$ cat config.mk
export PLATFORM = sky130hd
export DESIGN_NAME = fast_dispatch
export DESIGN_NICKNAME = d
export VERILOG_FILES = /design/src/rtl/fast_dispatch.sv
export SDC_FILE = /design/constraint.sdc
export NUM_CORES = 1
export LEC_CHECK = 0
export CORE_ASPECT_RATIO = 0.75
export CORE_MARGIN = 4
export CORE_UTILIZATION = 40
export DETAILED_ROUTE_END_ITERATION = 12
export MAX_ROUTING_LAYER = met4
export SLEW_MARGIN = 20
export SYNTH_ARGS = -nofsm -noshare
export SYNTH_HDL_FRONTEND = slang
export SYNTH_SLANG_ARGS = --single-unit
$ cat constraint.sdc
create_clock -name clk -period 7.9 [get_ports clk]
set_input_delay 1.58 -clock clk [delete_from_list [all_inputs] [get_ports clk]]
set_output_delay 1.58 -clock clk [all_outputs]
set_load 0.005 [all_outputs]
$ cat src/rtl/fast_dispatch.sv
// fast_dispatch: in-order decode/dispatch stage feeding fast_core.
//   Buffers fetched words in a DEPTH-entry FIFO and decodes the head
//   (R-type, addi, beq/bne, lw). It tracks in-flight destinations in a
//   32-entry pending scoreboard and issues at most one instruction per cycle.
//   Dispatch is held while a branch is unresolved. The FIFO is flushed on a
//   taken branch or on recovery.
// Ports:
//   clk, rst_n              clock, synchronous active-low reset
//   fetch_instr/valid/ready instruction input handshake (ready = !full)
//   instr_out, instr_valid  registered dispatch word and one-cycle pulse
//   src1/src2/dest_index    {1'b0, reg} operand indices of the dispatched word
//   src1_valid, src2_valid  operands ready (always 1 on a dispatch)
//   is_branch, is_load      class of the dispatched word
//   result_valid/index      core writeback (clears pending)
//   load_wb_valid/index     load unit writeback (clears pending)
//   branch_resolved/taken   branch outcome from the core
//   recovery_trigger        global flush
//   redirect                pulse: taken branch flushed the FIFO
//   illegal_instr           pulse: unsupported opcode dropped
//   fifo_count              FIFO occupancy
module fast_dispatch #(
    parameter int DEPTH      = 8,
    parameter int BR_TIMEOUT = 15
) (
    input  logic                     clk,
    input  logic                     rst_n,
    input  logic [31:0]              fetch_instr,
    input  logic                     fetch_valid,
    output logic                     fetch_ready,
    output logic [31:0]              instr_out,
    output logic                     instr_valid,
    output logic [5:0]               src1_index,
    output logic [5:0]               src2_index,
    output logic [5:0]               dest_index,
    output logic                     src1_valid,
    output logic                     src2_valid,
    output logic                     is_branch,
    output logic                     is_load,
    input  logic                     result_valid,
    input  logic [5:0]               result_index,
    input  logic                     load_wb_valid,
    input  logic [4:0]               load_wb_index,
    input  logic                     branch_resolved,
    input  logic                     branch_taken,
    input  logic                     recovery_trigger,
    output logic                     redirect,
    output logic                     illegal_instr,
    output logic [$clog2(DEPTH):0]   fifo_count
);

    localparam int AW = $clog2(DEPTH);
    localparam int CW = AW + 1;

    typedef enum logic {
        RUN,
        BR_WAIT
    } state_t;

    state_t          state;
    logic [31:0]     mem [DEPTH];
    logic [AW-1:0]   wr_ptr;
    logic [AW-1:0]   rd_ptr;
    logic [31:0]     pending;
    logic [7:0]      br_cnt;

    logic [31:0]     head;
    logic [4:0]      rs, rt, rd;
    logic [4:0]      s1, s2, dst;
    logic            legal, dec_branch, dec_load;
    logic            s1_rdy, s2_rdy;
    logic            empty, full;
    logic            do_issue, do_drop, pop, push, taken_flush;
    logic [31:0]     pending_nxt;

    assign head  = mem[rd_ptr];
    assign rs    = head[25:21];
    assign rt    = head[20:16];
    assign rd    = head[15:11];
    assign empty = (fifo_count == '0);
    assign full  = (fifo_count == CW'(DEPTH));
    assign fetch_ready = !full;

    always_comb begin
        legal      = 1'b0;
        dec_branch = 1'b0;
        dec_load   = 1'b0;
        s1         = rs;
        s2         = rt;
        dst        = rd;
        case (head[31:26])
            6'h00: legal = 1'b1;
            6'h08: begin
                legal = 1'b1;
                s2    = rs;
                dst   = rt;
            end
            6'h04, 6'h05: begin
                legal      = 1'b1;
                dec_branch = 1'b1;
                dst        = '0;
            end
            6'h23: begin
                legal    = 1'b1;
                dec_load = 1'b1;
                s2       = rs;
                dst      = rt;
            end
            default: legal = 1'b0;
        endcase
    end

    // A writeback landing this cycle bypasses the scoreboard bit.
    assign s1_rdy = (s1 == '0) || !pending[s1]
                 || (result_valid && result_index == {1'b0, s1})
                 || (load_wb_valid && load_wb_index == s1);
    assign s2_rdy = (s2 == '0) || !pending[s2]
                 || (result_valid && result_index == {1'b0, s2})
                 || (load_wb_valid && load_wb_index == s2);

    assign do_issue    = (state == RUN) && !empty && legal && s1_rdy && s2_rdy;
    assign do_drop     = (state == RUN) && !empty && !legal;
    assign pop         = do_issue || do_drop;
    assign taken_flush = (state == BR_WAIT) && branch_resolved && branch_taken;
    assign push        = fetch_valid && !full && !recovery_trigger && !taken_flush;

    // Clears first, then the dispatch set, so a same-cycle set wins.
    always_comb begin
        pending_nxt = pending;
        if (result_valid && !result_index[5])
            pending_nxt[result_index[4:0]] = 1'b0;
        if (load_wb_valid)
            pending_nxt[load_wb_index] = 1'b0;
        if (do_issue && dst != '0)
            pending_nxt[dst] = 1'b1;
    end

    always_ff @(posedge clk) begin
        if (push)
            mem[wr_ptr] <= fetch_instr;
    end

    always_ff @(posedge clk) begin
        // Recovery has the same effect as reset on every piece of state.
        if (!rst_n || recovery_trigger) begin
            state         <= RUN;
            br_cnt        <= '0;
            wr_ptr        <= '0;
            rd_ptr        <= '0;
            fifo_count    <= '0;
            pending       <= '0;
            instr_out     <= '0;
            instr_valid   <= 1'b0;
            src1_index    <= '0;
            src2_index    <= '0;
            dest_index    <= '0;
            src1_valid    <= 1'b0;
            src2_valid    <= 1'b0;
            is_branch     <= 1'b0;
            is_load       <= 1'b0;
            redirect      <= 1'b0;
            illegal_instr <= 1'b0;
        end else begin
            instr_valid   <= do_issue;
            instr_out     <= do_issue ? head : '0;
            src1_index    <= do_issue ? {1'b0, s1} : '0;
            src2_index    <= do_issue ? {1'b0, s2} : '0;
            dest_index    <= do_issue ? {1'b0, dst} : '0;
            src1_valid    <= do_issue;
            src2_valid    <= do_issue;
            is_branch     <= do_issue && dec_branch;
            is_load       <= do_issue && dec_load;
            illegal_instr <= do_drop;
            redirect      <= taken_flush;
            pending       <= pending_nxt;

            if (taken_flush) begin
                wr_ptr     <= '0;
                rd_ptr     <= '0;
                fifo_count <= '0;
            end else begin
                if (push)
                    wr_ptr <= wr_ptr + 1'b1;
                if (pop)
                    rd_ptr <= rd_ptr + 1'b1;
                case ({push, pop})
                    2'b10:   fifo_count <= fifo_count + 1'b1;
                    2'b01:   fifo_count <= fifo_count - 1'b1;
                    default: fifo_count <= fifo_count;
                endcase
            end

            // The hold lasts BR_TIMEOUT cycles: release on the edge where
            // the counter would reach BR_TIMEOUT.
            case (state)
                RUN: begin
                    if (do_issue && dec_branch) begin
                        state  <= BR_WAIT;
                        br_cnt <= '0;
                    end
                end
                BR_WAIT: begin
                    br_cnt <= br_cnt + 1'b1;
                    if (branch_resolved
                        || ({1'b0, br_cnt} + 9'd1) >= 9'(BR_TIMEOUT))
                        state <= RUN;
                end
                default: state <= RUN;
            endcase
        end
    end

endmodule

==> impl_metrics.py, run 1 <==
metrics = {
    "grt": {
        "grt_pass1_wl_um": 59700,
        "track_usage": 0.194,
        "antenna_found_initial": 1,
        "grt_overflow": 0,
        "grt_pass1_vias": 9701,
        "grt_max_degree": 77,
    },
    "finish": {
        "post-route-util": 0.483,
        "fillers": 3251,
        "final_cell_mix": "256 x edfxtp_1, 109 x clkdlybuf4s50_1, 102 x nand2_1, 97 x dfxtp_1, 73 x nor2_1",
        "layout_commonest_cell": "edfxtp_1",
        "multi_input_area_um2": 5200,
        "nNetsFinal": 1242,
        "layout.cells.non_filler": 1715,
        "drive_gt1_frac": 0.154,
        "antennaDiodeCount": 0,
        "area_growth_syn_to_layout_pct": 18.2,
        "seqCellArea_um2": 9700,
    },
    "detailed_routing": {
        "ant_nets": 0,
        "dr.pass1.iters": 5,
        "detail_route.wl_per_cell_um": 22.9,
        "vias": 9846,
        "drt_iter0_markers": 1030,
        "drcViolationCount": 0,
        "avgViaCountPerCell": 5.74,
        "drt_wl_total_um": 39300,
    },
    "timing": {
        "hold_viol_final": 0,
        "period_share": 0.796,
        "tightestPinTransition_ps": 1030,
        "setup_viol": 0,
        "clock_skew_ps": 30.7,
        "rsz0062_at_grt": "false",
        "setup_tns_ps": 0,
        "max_slew_margin": 0.313,
        "drv_slew": 0,
        "layout_setup_ws_ps": 1610,
        "max_freq_mhz": 159,
        "finalCriticalPeriod_ps": 6290,
    },
    "pwr": {
        "vdd_drop_max_v": 0.000112,
        "power_frac_clock": 0.431,
        "p_sw_w": 0.000896,
        "leakage_nw": 5.67,
        "p_comb_frac": 0.070,
        "power.total_w": 0.00406,
        "p_per_area_nw_per_um2": 225,
        "netSwitchingFraction": 0.221,
        "seq_power_share": 0.499,
        "p_int_w": 0.00316,
    },
    "yosys": {
        "synth_ff_type": "edfxtp_1",
        "syn_inst": 1088,
        "synth-async-reset-ratio": 0,
        "ys_warn_count": 0,
        "yosysTopAreaCell": "edfxtp_1",
        "ys_seq_area_frac": 0.635,
        "ys_seq_elements": 356,
        "netlist_area_um2": 15300,
        "synth_top_area_frac": 0.504,
        "synth_area_per_cell_um2": 14.0,
        "yosysUniqueCellTypes": 70,
        "synth_edf_count": 256,
        "synthTopCellsByArea": "edfxtp_1 50%, dfxtp_1 13%, mux4_2 8.6%, nand2_1 2.5%, mux2i_1 2.4%",
    },
    "run": {
        "maxCapViolations": 0,
    },
    "die": {
        "initial_core_util": 0.408,
        "die_x_um": 234,
        "ios": 113,
        "die_area_um2": 41400,
        "core_area_um2": 37400,
        "row_count": 61,
        "die_y_um": 177,
    },
    "setup_path": {
        "worst-r2r-cell-count": 17,
        "required_ps": 8350,
        "end_kind": "register",
        "crit_type": "reg2reg",
        "rr_endpoint": "fifo_count[3]",
        "reg2reg_setup_slack_ps": 1610,
        "cp-start-kind": "register",
        "cp_cell_sequence": "buf_4, mux2_2, o22a_1, nand2_1, mux2_2, o2111ai_1, a32o_1, a2111oi_0, a21boi_1, a221o_1, ha_1, ha_1, a21o_1, a21oi_1, xnor2_1, or3_1, a21oi_1",
        "crit_family": "compound AO/OA/AOI/OAI gates",
        "arrival_ps": 6740,
        "path_buf_inv": 1,
        "worst_path_largest_cell_delay_ps": 820,
        "slowest_stage": "a2111oi_0",
        "critPathMaxFanout": 48,
    },
    "clock_network": {
        "post-cts-setup-buffers": 0,
        "clk_path_buf_depth": 3,
        "clock_latency_ps": 540,
        "cts_buffers": 36,
        "clk_pin_slew_worst_paths_ps": 60,
        "post_cts.resized_instances": 0,
        "cts_tree": "built",
        "h-tree-depth": 2,
        "cts_root_buffer": "clkbuf_16",
        "cts_sinks": 356,
        "cts.hold.buffers_added": 0,
    },
    "place": {
        "dp_cells": 1649,
        "pre_cts_ws_ps": 1700,
        "hpwl_um": 25100,
        "place_congestion": 0.955,
        "portBuffers": 109,
    },
    "worst_hold_path": {
        "hp-start": "br_cnt[7]",
        "min_path_cells": 2,
        "min_to": "br_cnt[7]",
        "min_path_type": "reg2reg",
    },
    "outcome": {
        "status": "completed",
    },
}
## through the flow
stage | hold WS [ps] | area, um^2
2_1_floorplan | 461 | 15300
3_3_place_gp | 477 | 16800
3_5_place_dp | 483 | 16800
4_1_cts | 491 | 18000
5_1_grt | 524 | 18000
6_report | 492 | 18000
## power groups by stage
stage               clock, W  combinational [W]  sequential, W
floorplan                  0           0.000177        0.00206
global placement           0           0.000278        0.00206
detailed placement         0           0.000279        0.00206
CTS                  0.00179           0.000279        0.00202
global route         0.00187           0.000304        0.00202
finish               0.00175           0.000284        0.00202
## worst register-to-register path, cell delays in order (launching register included)
cell and delay [ps]:
dfxtp_4 720, buf_4 630, mux2_2 420, o22a_1 230, nand2_1 570, mux2_2 310, o2111ai_1 120, a32o_1 260
a2111oi_0 820, a21boi_1 210, a221o_1 490, ha_1 260, ha_1 290, a21o_1 170, a21oi_1 170, xnor2_1 110
or3_1 310, a21oi_1 150
## how the worst max path moves through the flow
stage,startpoint,to,slack [ps],cells after the start
floorplan,branch_resolved,mem[2][0],2830,5
global placement,register,fifo_count[3],1690,16
detailed placement,register,fifo_count[3],1700,16
CTS,register,fifo_count[3],1650,16
global route,register,fifo_count[3],1260,17
finish,register,fifo_count[3],1610,17
## registers in the layout (all words and copies together) (netlist names), named ones only
| register | count |
|---|---|
| instr_out | 32 |
| illegal_instr | 1 |
| redirect | 1 |
| wr_ptr | 3 |
| is_load | 1 |
| br_cnt | 8 |
| src2_index | 5 |
| rd_ptr | 3 |
| pending | 31 |
| state | 1 |
| mem | 256 |
| src2_valid | 1 |
| is_branch | 1 |
| fifo_count | 4 |
| dest_index | 5 |
## logic make-up (layout without fill, tap and decap cells)
kind of cell    Yosys count  after routing  synth area share
other cells               1              4          0.000246
xor+xnor                 27             27            0.0155
fa+ha+maj                 8              8           0.00705
simple gates            304            304            0.0948
flops                   356            356             0.635
compound gates          187            187            0.0937
mux                     115            115             0.125
buf+inv                  90            210            0.0293
## final cells by class
type                    instances  area share
clock buffers                  55      0.0614
flip-flops and latches        356       0.537
clock inverters                11     0.00652
repair buffers                128      0.0684
inverters                      16     0.00333
multi-input cells             645       0.288
well taps                     504      0.0349
## Yosys cell counts (9+ instances only)
master and n:
a211oi_1 16, a21oi_1 20, and3_1 10, buf_2 13, buf_4 12, clkbuf_1 34
dfxtp_1 100, edfxtp_1 256, inv_1 15, mux2_2 20, mux2i_1 37, mux4_2 58
nand2_1 102, nand2b_1 10, nand3_1 23, nand4_1 11, nor2_1 75, nor3_1 27
nor3b_1 15, o2111ai_1 33, o21ai_0 23, o22ai_1 10, o31ai_1 28, xnor2_1 18
xor2_1 9
## routing by layer
layer / vias to the layer above / GRT usage / share of wire
met5: - / - / 0
met4: 0 / 0.0473 / 0.019
met3: 57 / 0.0360 / 0.074
met2: 423 / 0.279 / 0.43
met1: 4938 / 0.288 / 0.47
li1: 4428 / - / -
Note: power is estimated with default switching activity, not from simulation.
==> run 2: changes to the inputs <==
==> constraint.sdc (replaced) <==
create_clock -name clk -period 5.1 [get_ports clk]
set_input_delay 1.02 -clock clk [delete_from_list [all_inputs] [get_ports clk]]
set_output_delay 1.02 -clock clk [all_outputs]
set_load 0.005 [all_outputs]
==> run 2 against run 1 <==
  * Fmax increased by 27%
  * Critical endpoint unchanged
  * Power increased by 54%
  * Clock skew decreased by 10 ps
  * Critical path type unchanged
  * Die area unchanged
  * Sequential share of layout area decreased by 1.7 points
  * Sequential power increased by 55%
  * Combinational power increased by 78%
  * First-iteration DRC count increased by 3.2%
  * Register-to-register slack got worse by 1500 ps
  * Hold slack improved by 12 ps
  * Largest cell class unchanged
  * Sequential cell count unchanged
==> impl_metrics.py, run 2 (synthesis results as in run 1) <==
metrics = {
    "outcome": {
        "status": "completed",
    },
    "grt": {
        "track_usage": 0.197,
        "grt_max_degree": 41,
        "grt_pass1_vias": 9790,
        "grt_overflow": 0,
        "grt_pass1_wl_um": 60300,
        "antenna_found_initial": 1,
    },
    "finish": {
        "largest_reg_flops": 256,
        "largestRegisters": "mem (256), instr_out (32), pending (31)",
        "final_cell_mix": "256 x edfxtp_1, 109 x clkdlybuf4s50_1, 102 x nand2_1, 97 x dfxtp_1, 77 x buf_4",
        "drive_gt1_frac": 0.200,
        "area_growth_syn_to_layout_pct": 22.1,
        "largest-register": "mem",
        "layout.cells.non_filler": 1782,
        "layout_commonest_cell": "edfxtp_1",
        "nNetsFinal": 1309,
    },
    "timing": {
        "period_share": 0.973,
        "max_freq_mhz": 202,
        "hold_slack_ps": 504,
        "drv_slew": 0,
        "hold_viol_final": 0,
        "tightestPinTransition_ps": 995,
        "setup_viol": 0,
        "clock_skew_ps": 20.6,
        "max_slew_margin": 0.335,
        "finalCriticalPeriod_ps": 4960,
    },
    "clock_network": {
        "cts_root_buffer": "clkbuf_16",
        "cts_tree": "built",
        "h-tree-depth": 2,
        "clock_latency_ps": 530,
        "clk_pin_slew_worst_paths_ps": 60,
        "cts_sinks": 356,
        "clk_path_buf_depth": 3,
        "cts_buffers": 36,
    },
    "die": {
        "ios": 113,
        "die_x_um": 234,
        "core_area_um2": 37400,
        "die_y_um": 177,
        "die_area_um2": 41400,
        "initial_core_util": 0.408,
        "row_count": 61,
    },
    "detailed_routing": {
        "dr.pass1.iters": 5,
        "drt_wl_total_um": 40400,
        "detail_route.wl_per_cell_um": 22.7,
        "drt_iter0_markers": 1063,
        "drcViolationCount": 0,
        "ant_nets": 0,
        "avgViaCountPerCell": 5.65,
        "vias": 10066,
    },
    "pwr": {
        "vdd_drop_max_v": 0.000198,
        "power.total_w": 0.00625,
        "leakage_nw": 5.99,
        "p_per_area_nw_per_um2": 335,
    },
    "run": {
        "maxCapViolations": 0,
    },
    "place": {
        "place_congestion": 0.931,
        "portBuffers": 109,
        "dp_cells": 1710,
        "hpwl_um": 26500,
    },
    "setup_path": {
        "worst_path_largest_cell_delay_ps": 530,
        "end_kind": "register",
        "slowest_stage": "or4_4",
        "cp-start-kind": "register",
        "required_ps": 5560,
        "crit_type": "reg2reg",
        "critPathMaxFanout": 6,
        "arrival_ps": 5420,
        "cp_cell_sequence": "buf_6, mux4_2, mux2_4, or4_4, a21o_2, buf_4, or3_1, a221oi_1, a2111oi_2, a21boi_1, a221o_1, ha_2, ha_4, a21o_1, a21oi_2, xnor2_1, or3_1, a21oi_2",
    },
    "worst_hold_path": {
        "hp-start": "pending[31]",
        "min_path_type": "reg2reg",
    },
}
-- run 2: critical path, delay by kind of cell, from the launching register on --
family | cells | cell delay (ps)
compound gates | 8 | 1610
xor+xnor | 1 | 90
flops | 1 | 370
fa+ha+maj | 2 | 450
mux | 2 | 810
buf+inv | 2 | 290
simple gates | 3 | 1260
-- run 2: final timing paths --
path	end	slack, ps	cells past startpoint
hold / removal	pending[31]	500	2
hold reg to reg	pending[31]	500	2
setup reg to reg	fifo_count[3]	140	18
setup / recovery	fifo_count[3]	140	18
-- run 2: report_power, final --
group | switching (W) | internal, W | leakage, nW | total, W
registers | 0.00000954 | 0.00312 | 3.12 | 0.00313
logic | 0.000289 | 0.000217 | 2.30 | 0.000506
clock network | 0.00109 | 0.00153 | 0.572 | 0.00262
-- run 2: timing repair --
action,in CTS,in global routing
setup buffers,0,6
endpoints found under the setup margin,0,1
gates resized for setup,0,20
hold buffers,0,0
-- run 2: through the flow --
| stage | util | instance area [um^2] | setup TNS [ps] | setup WS (ps) |
|---|---|---|---|---|
| floorplan | - | 15300 | 0 | 208 |
| global placement | 0.464 | 17300 | 0 | 47.0 |
| detailed placement | 0.464 | 17300 | 0 | 51.4 |
| CTS | 0.495 | 18500 | 0 | 47.9 |
| global route | 0.498 | 18600 | -18.5 | -18.5 |
| finish | 0.498 | 18600 | 0 | 139 |
-- run 2: layout make-up --
type | instances | area (um^2)
Antenna cell | 1 | 2.50
Clock inverter | 18 | 170
Timing Repair Buffer | 195 | 1820
Multi-Input combinational cell | 645 | 5270
Fill cell | 3265 | 18800
Inverter | 16 | 60.1
Sequential cell | 356 | 9700
Tap cell | 504 | 631
Clock buffer | 47 | 993
-- run 2: routing by layer --
layer	up-vias	part of all wire	track usage
met3	59	0.081	0.0380
met5	-	0	-
met1	5030	0.46	0.292
met2	403	0.44	0.281
li1	4574	-	-
met4	0	0.019	0.0470
==> run 3: changes to the inputs <==
--- a/config.mk
+++ b/config.mk
@@ -9,7 +9,9 @@
 export CORE_MARGIN = 4
 export CORE_UTILIZATION = 40
 export DETAILED_ROUTE_END_ITERATION = 12
+export DONT_BUFFER_PORTS = 1
 export MAX_ROUTING_LAYER = met4
+export PLACE_DENSITY = 0.52
 export SLEW_MARGIN = 20
 export SYNTH_ARGS = -nofsm -noshare
 export SYNTH_HDL_FRONTEND = slang
==> run 3 against run 2 <==
  * Critical path depth is 1 higher
  * Combinational power is 14% lower
  * Die area stayed put
  * Worst setup slack worse by 44 ps
  * Register-to-register slack worse by 40 ps
  * Fmax is 0.87% lower
  * Core utilization is 2.5 points lower
  * Sequential share of layout area is 2.7 points higher
  * Largest cell class unchanged
==> impl_metrics.py, run 3 (synthesis results as in run 1) <==
metrics = {
    "place": {
        "portBuffers": 0,
        "place_area_um2": 16100,
        "hpwl_um": 26000,
        "place_congestion": 0.944,
    },
    "clock_network": {
        "cts_root_buffer": "clkbuf_16",
        "clock_latency_ps": 540,
        "cts_buffers": 38,
        "clk_pin_slew_worst_paths_ps": 60,
        "cts_sinks": 356,
        "cts.hold.buffers_added": 0,
        "cts_tree": "built",
        "clk_path_buf_depth": 3,
        "h-tree-depth": 2,
    },
    "pwr": {
        "vdd_drop_max_v": 0.000204,
        "p_per_area_nw_per_um2": 361,
        "leakage_nw": 5.61,
        "power.total_w": 0.00639,
    },
    "detailed_routing": {
        "dr.pass1.iters": 5,
        "drcViolationCount": 0,
        "vias": 9518,
        "ant_nets": 0,
        "detail_route.wl_per_cell_um": 24.0,
        "drt_iter0_markers": 939,
        "drt_wl_total_um": 39900,
        "avgViaCountPerCell": 5.72,
    },
    "outcome": {
        "status": "completed",
    },
    "finish": {
        "layout_commonest_cell": "edfxtp_1",
        "final_cell_mix": "256 x edfxtp_1, 102 x nand2_1, 97 x dfxtp_1, 73 x nor2_1, 62 x buf_4",
        "area_growth_syn_to_layout_pct": 16.0,
        "fin_area_um2": 17700,
        "largest-register": "mem",
        "drive_gt1_frac": 0.220,
        "antennaDiodeCount": 0,
        "largestRegisters": "mem (256), instr_out (32), pending (31)",
        "largest_reg_flops": 256,
        "nNetsFinal": 1188,
    },
    "setup_path": {
        "path_buf_inv": 3,
        "end_kind": "register",
        "arrival_ps": 5470,
        "slowest_stage": "or4_4",
        "crit_family": "compound AO/OA/AOI/OAI gates",
        "crit_type": "reg2reg",
        "worst_path_largest_cell_delay_ps": 560,
        "cp_common_cell": "ha_4",
        "cp_cell_sequence": "buf_6, mux4_2, mux2_4, or4_4, a21o_4, buf_4, clkbuf_16, mux2i_4, xnor2_1, nand4_1, o22ai_1, a221o_1, ha_4, ha_4, a21o_1, a21oi_4, xnor2_2, or3_1, a21oi_1",
        "critPathMaxFanout": 11,
        "cp-start-kind": "register",
        "required_ps": 5560,
    },
    "timing": {
        "setup_viol": 0,
        "max_freq_mhz": 200,
        "finalCriticalPeriod_ps": 5000,
        "period_share": 0.981,
        "tightestPinTransition_ps": 1130,
        "hold_slack_ps": 506,
        "drv_slew": 0,
        "hold_viol_final": 0,
        "rsz0062_at_grt": "true",
        "setup_tns_ps": 0,
        "clock_skew_ps": 12.0,
        "max_slew_margin": 0.246,
    },
    "die": {
        "core_area_um2": 37400,
        "die_x_um": 234,
        "die_area_um2": 41400,
        "row_count": 61,
        "initial_core_util": 0.408,
        "die_y_um": 177,
        "ios": 113,
    },
    "grt": {
        "grt_max_degree": 55,
        "grt_pass1_wl_um": 59500,
        "antenna_found_initial": 0,
        "grt_overflow": 0,
        "track_usage": 0.196,
        "grt_pass1_vias": 9301,
    },
    "worst_hold_path": {
        "min_path_type": "reg2reg",
        "hp-start": "pending[23]",
    },
    "run": {
        "maxCapViolations": 0,
    },
}
==> run 3: cell types whose count changed in the layout (fill, tap and decap cells not counted), moves of 2 or more <==
| cell | change |
|---|---|
| a21oi_2 | -2 |
| a221oi_1 | -2 |
| bufinv_16 | +2 |
| ha_4 | +2 |
| clkbuf_16 | +4 |
| buf_4 | -15 |
| clkbuf_8 | -2 |
| clkdlybuf4s50_1 | -109 |
==> run 3: path summary, 6_finish.rpt <==
path | endpoint | slack [ps] | depth (start not counted)
worst max-delay path | fifo_count[3] | 100 | 19
worst min-delay path | pending[23] | 510 | 2
worst max register to register | fifo_count[3] | 100 | 19
worst min register to register | pending[23] | 510 | 2
==> run 3: per-layer routing <==
metal / part of all wire / GRT usage / wire length [um] / up-vias
met5: 0 / - / 0 / -
met4: 0.019 / 0.0398 / 768 / 0
met3: 0.079 / 0.0489 / 3160 / 62
met2: 0.44 / 0.286 / 17500 / 363
met1: 0.46 / 0.280 / 18500 / 4775
li1: - / - / - / 4318
==> run 3: layout make-up <==
type	count	area [um^2]
Clock inverter	22	258
Fill cell	3251	19700
Multi-Input combinational cell	645	5380
Sequential cell	356	9700
Tap cell	504	631
Inverter	16	60.1
Clock buffer	48	1020
Timing Repair Buffer	72	658
==> run 3: what timing repair did <==
action                                  CTS  global route
endpoints found under the setup margin    1             3
setup buffers                             0            11
pin swaps                                 0            16
gates resized for setup                   3            31
cloned                                    0             2
==> run 3: where the power goes <==
part,switching [W],internal (W),leakage [nW]
combinational,0.000254,0.000183,1.87
sequential,0.0000110,0.00312,3.12
clock,0.00114,0.00169,0.623
==> run 3: worst min-delay path, cell delays in order (launching register included) <==
cell	delay, ps
dfxtp_1	320
o2111ai_1	70
o31ai_1	60
==> run 3: stage by stage <==
| step | worst slack, ps | utilization | std cells |
|---|---|---|---|
| 6_report | 95.8 | 0.474 | 1663 |
| 5_1_grt | -63.9 | 0.474 | 1663 |
| 3_5_place_dp | -119 | 0.431 | 1580 |
| 3_3_place_gp | -136 | 0.431 | 1580 |
| 2_1_floorplan | 208 | - | 1091 |
| 4_1_cts | 70.7 | 0.465 | 1650 |
